--- src/rtl/sar_pkg.sv ---
// sar_pkg: shared constants, accumulator width helper and FSM states for the SAR result averager.
package sar_pkg;
    localparam int DW_DEFAULT = 12;
    typedef enum logic [1:0] {IDLE, ACCUM, PUSH} state_t;
    function automatic int acc_w(input int dw, input int log2n);
        return dw + log2n;
    endfunction
endpackage

--- src/rtl/sar_avg_fifo.sv ---
// sar_avg_fifo: synchronous FIFO with valid/ready pop, sticky overflow on dropped pushes and occupancy.
module sar_avg_fifo #(
    parameter int W = 12,
    parameter int DEPTH = 4
) (
    input  logic                     CLK,
    input  logic                     RST,
    input  logic                     push,
    input  logic [W-1:0]             din,
    input  logic                     ready,
    output logic [W-1:0]             dout,
    output logic                     valid,
    output logic                     ovf,
    output logic [$clog2(DEPTH):0]   fill
);
    localparam int PW = $clog2(DEPTH);
    logic [W-1:0] mem [DEPTH];
    logic [PW-1:0] wr, rd;
    logic [PW:0] cnt;
    logic full, pop, wen;
    assign valid = cnt != '0;
    assign full = cnt == (PW+1)'(DEPTH);
    assign pop = valid && ready;
    // a pop in the same cycle frees the slot, so a push into a full FIFO still lands
    assign wen = push && (!full || pop);
    assign dout = valid ? mem[rd] : '0;
    assign fill = cnt;
    always_ff @(posedge CLK) begin
        if (RST) begin
            wr <= '0;
            rd <= '0;
            cnt <= '0;
            ovf <= 1'b0;
        end else begin
            if (wen) wr <= wr + 1'b1;
            if (pop) rd <= rd + 1'b1;
            cnt <= cnt + (PW+1)'(wen) - (PW+1)'(pop);
            if (push && !wen) ovf <= 1'b1;
        end
    end
    always_ff @(posedge CLK) if (wen) mem[wr] <= din;
endmodule

--- src/rtl/sar_result_averager.sv ---
// sar_result_averager: synchronises SAR EOC, averages 2**LOG2_N results and queues them for a valid/ready consumer.
// Define SAR_AVG_MINMAX_EN to also track and queue each window's min and max sample.
module sar_result_averager
    import sar_pkg::*;
#(
    parameter int DW = DW_DEFAULT,
    parameter int LOG2_N = 2,
    parameter int FIFO_DEPTH = 4
) (
    input  logic                          CLK,
    input  logic                          RST,
    input  logic                          ENABLE,
    input  logic                          EOC,
    input  logic [0:DW-1]                 DIN,
    output logic [0:DW-1]                 AVG_DATA,
    output logic                          AVG_VALID,
    input  logic                          AVG_READY,
    output logic                          OVF,
`ifdef SAR_AVG_MINMAX_EN
    output logic [0:DW-1]                 AVG_MIN,
    output logic [0:DW-1]                 AVG_MAX,
`endif
    output logic [$clog2(FIFO_DEPTH):0]   FILL
);
    localparam int AW = acc_w(DW, LOG2_N);
    localparam int CW = LOG2_N + 1;
    localparam int HALF = (1 << LOG2_N) >> 1;
`ifdef SAR_AVG_MINMAX_EN
    localparam int EW = 3 * DW;
`else
    localparam int EW = DW;
`endif
    state_t state, state_n;
    logic [2:0] eoc_s;
    logic cap, push, idle;
    logic [AW-1:0] acc, acc_b, acc_n;
    logic [CW-1:0] cnt, cnt_b, cnt_n;
    logic [AW:0] rnd;
    logic [0:DW-1] res;
    logic [EW-1:0] entry, head;
    // eoc_s[1:0] is the synchroniser, eoc_s[2] the previous level for edge detect
    assign cap = eoc_s[1] & ~eoc_s[2];
    assign push = state == PUSH;
    assign idle = state == IDLE;
    assign acc_b = push ? '0 : acc;
    assign cnt_b = push ? '0 : cnt;
    assign rnd = ({1'b0, acc} + (AW+1)'(HALF)) >> LOG2_N;
    assign res = (rnd > (AW+1)'(2**DW - 1)) ? '1 : rnd[DW-1:0];
    always_comb begin
        acc_n = (!ENABLE || idle) ? '0 : acc_b + (cap ? AW'(DIN) : '0);
        cnt_n = (!ENABLE || idle) ? '0 : cnt_b + CW'(cap);
        state_n = !ENABLE ? IDLE : (!idle && cap && cnt_b == CW'((1 << LOG2_N) - 1)) ? PUSH : ACCUM;
    end
    always_ff @(posedge CLK) begin
        if (RST) begin
            eoc_s <= '0;
            state <= IDLE;
            acc <= '0;
            cnt <= '0;
        end else begin
            eoc_s <= {eoc_s[1:0], EOC};
            state <= state_n;
            acc <= acc_n;
            cnt <= cnt_n;
        end
    end
`ifdef SAR_AVG_MINMAX_EN
    logic [0:DW-1] mn, mx, mn_b, mx_b, mn_n, mx_n;
    assign mn_b = push ? '1 : mn;
    assign mx_b = push ? '0 : mx;
    always_comb begin
        mn_n = (!ENABLE || idle) ? '1 : (cap && DIN < mn_b) ? DIN : mn_b;
        mx_n = (!ENABLE || idle) ? '0 : (cap && DIN > mx_b) ? DIN : mx_b;
    end
    always_ff @(posedge CLK) begin
        if (RST) begin
            mn <= '1;
            mx <= '0;
        end else begin
            mn <= mn_n;
            mx <= mx_n;
        end
    end
    assign entry = {res, mn, mx};
    assign {AVG_DATA, AVG_MIN, AVG_MAX} = head;
`else
    assign entry = res;
    assign AVG_DATA = head;
`endif
    sar_avg_fifo #(.W(EW), .DEPTH(FIFO_DEPTH)) u_fifo (
        .CLK   (CLK),
        .RST   (RST),
        .push  (push),
        .din   (entry),
        .ready (AVG_READY),
        .dout  (head),
        .valid (AVG_VALID),
        .ovf   (OVF),
        .fill  (FILL)
    );
endmodule
--- config.mk ---
export PLATFORM = sky130hd
export DESIGN_NAME = sar_result_averager
export DESIGN_NICKNAME = d
export VERILOG_FILES = /design/src/rtl/sar_pkg.sv /design/src/rtl/sar_avg_fifo.sv /design/src/rtl/sar_result_averager.sv
export SDC_FILE = /design/constraint.sdc
export NUM_CORES = 1
export LEC_CHECK = 0
export CAP_MARGIN = 5
export CORE_ASPECT_RATIO = 0.5
export CORE_MARGIN = 2
export CORE_UTILIZATION = 40
export CTS_CLUSTER_DIAMETER = 80
export DETAILED_ROUTE_END_ITERATION = 6
export HOLD_SLACK_MARGIN = 0.08
export PLACE_DENSITY = 0.62
export SLEW_MARGIN = 0
export SYNTH_ARGS = -nofsm -noshare
export SYNTH_HDL_FRONTEND = slang
export SYNTH_SLANG_ARGS = --single-unit
--- constraint.sdc ---
create_clock -name CLK -period 3.6 [get_ports CLK]
set_clock_uncertainty 0.15 [all_clocks]
set_input_delay 0.72 -clock CLK [delete_from_list [all_inputs] [get_ports CLK]]
set_output_delay 0.72 -clock CLK [all_outputs]
set_load 0.02 [all_outputs]
==> metrics <==
Worst EP required=2.73 ns; H-Tree Depth=3; xor/xnor cell area share of the yosys netlist=3.34%; post-synthesis simple-gate area fraction=18.4%; Final nets=415; gr usage total=15.5%; power density over cell area=612 mW/mm^2; Clock Root Buffer=clkbuf_16; Yosys cell types=42; die area=0.0107 mm^2; Tmin final=3.02 ns; core area=0.00951 mm^2; post-route ant nets=0; die width=144 um; cells on worst reg2reg path=9; largest family of logic cells by synthesized area=simple AND/OR/NAND/NOR gates; setup bufs post-CTS=0; FF-to-FF Start=u_fifo.fill[0]; final hold slack=0.303 ns; Final WS setup=0.582 ns; first-pass GRT wire length=12.3 mm; leakage=1.72 nW; worst vdd ir=0.235 mV; Area contributors post-synth=edfxtp_1, dfxtp_1, and2_1, mux4_2, ha_1; synthesized cell area=0.00393 mm^2; GPL Wtd Cong=0.806; Synth area leader=edfxtp_1; R2R Setup Slk=0.87 ns; area share of the largest cell type after synthesis=36.7%; antenna fix cells=0; Worst setup endpoint=AVG_DATA[0]; Max Cap Viol=0; Synth Area in Adders=7.71%; vias in the first global route=2547; Routed WL=7.49 mm; r2r endpoint=u_fifo.fill[2]; post-synthesis sequential area ratio=53.0%; number of port buffers=33; Mapped Cells=337; Synth warnings=0; Clock Latency Late Sink=0.33 ns; Fmax=0.331 GHz; Reg clk slew, reported paths=0.06 ns; post-synthesis mux area share=8.18%; Synth Register Bits=80; pre-CTS WS=0.531 ns; share of cells above drive strength 1=9.21%; post-cts sizing count=0; type of origin of the critical path=flip-flop; syn_nets=377; count of final setup violators=0; DR iter-0 viols=149; Slowest cell on crit path=mux4_2; Post-CTS Hold Buffers=0; count leader, synth=edfxtp_1; worst slew pin tran=0.634 ns; drt via density=4.97; worst hold path type=reg2reg; Critical Path End Type=primary output; Pins Over Slew Limit=0; Max clock buf depth=2; number of flops mapped to enable cells by yosys=48; Main synth FF type=edfxtp_1; P&R area growth vs syn=20.3%; asr flop ratio synth=0%; num rows=25; Vias=2558; Inserted Clock Buffers=9; post-synthesis compound-gate area fraction=7.36%; worst relative slew slack=57.7%; setup TNS=0 ns; Cell Chain, Critical Path=buf_4 > mux4_2 > and2_1 > clkdlybuf4s50_1; Crit path largest cell delay=0.55 ns; crit share post-route=83.8%; Syn Area/Cell=11.7 um^2; drt wl/cell=14.5 um; IO Pins=34; Initial Util=41.3%; CTS tree=yes; largest net degree at the start of global routing=15; Crit Path Category=reg2out; Num Clock Sinks=80; DRC Markers=0; RSZ-0062 raised after global routing=false; GR Overflow Total=0; Die Height=74.1 um; HPWL after DPL=5.26 mm; final hold viol count=0; CP Max Fanout=12; Pre-antenna DRT Iters=4; Commonest cells post-synth=edfxtp_1, and2_1, dfxtp_1; antenna violations before repair=0; crit path DAT=2.15 ns; status=finished clean
[metrics by stage]
step / utilization (%) / instance area, um^2 / total power, mW / cells
after floorplan: - / 3930 / 1.59 / 337
after global placement: 46.4 / 4410 / 1.95 / 499
after detailed placement: 46.4 / 4410 / 1.97 / 499
after CTS: 49.7 / 4730 / 2.93 / 515
after global routing: 49.7 / 4730 / 3.03 / 515
final: 49.7 / 4730 / 2.89 / 515
[layout by cell type, fill, tap and decap left out, types with 9 or more instances in the layout]
master	n
nor2b_1	10
edfxtp_1	48
a21oi_1	11
clkbuf_16	9
dfxtp_1	32
mux4_2	12
ha_1	21
nor3_1	9
nand3_1	10
clkdlybuf4s50_1	33
inv_1	11
nand2_1	27
and2_1	44
nor2_1	29
[worst min-delay path by stage]
| stage | start | endpoint | slack, ns | cells after the start |
|---|---|---|---|---|
| after floorplan | eoc_s[0] | eoc_s[1] | 0.26 | 1 |
| after global placement | eoc_s[0] | eoc_s[1] | 0.28 | 1 |
| after detailed placement | eoc_s[0] | eoc_s[1] | 0.29 | 1 |
| after CTS | eoc_s[0] | eoc_s[1] | 0.31 | 1 |
| after global routing | eoc_s[0] | eoc_s[1] | 0.32 | 1 |
| final | eoc_s[0] | eoc_s[1] | 0.30 | 1 |
[per-layer routing]
layer	wire [um]	vias to the layer above	track usage, %
met2	3530	43	25.9
met4	51	0	4.21
li1	-	1280	-
met5	0	-	0
met3	255	4	5.41
met1	3650	1231	19.5
[power breakdown]
part | total [mW] | leakage, nW | switching [mW] | internal, mW
combinational | 0.907 | 0.907 | 0.423 | 0.483
sequential | 1.03 | 0.665 | 0.0330 | 0.993
clock | 0.958 | 0.148 | 0.351 | 0.608
[cell families after synthesis]
family | Yosys count
adders and majority gates | 23
muxes | 17
AOI/OAI and AO/OA | 41
buffers and inverters | 20
xor gates and xnor gates | 15
and+or+nand+nor | 141
DFF | 80
[area by class of cell]
type | instances | area, um^2
clock inverters | 5 | 80.1
well taps | 135 | 169
repair buffers | 36 | 353
fillers | 841 | 4780
multi-input cells | 237 | 1770
clock buffers | 11 | 233
flip-flops and latches | 80 | 2080
inverters | 11 | 41.3
[worst max-delay path: cells and delay by family, from the launching register on]
family,cells,cell delay (ns)
buffers and inverters,2,0.79
muxes,1,0.55
and+or+nand+nor,1,0.17
DFF,1,0.30
[state kept, by name, indices dropped and copies added, names as in the netlist, named ones only]
register and cells:
u_fifo.wr 2, acc 14, cnt 3, eoc_s 3, u_fifo.fill 3, u_fifo.ovf 1, u_fifo.mem 48, u_fifo.rd 2
state 2
Note: power is estimated with default switching activity, not from simulation.
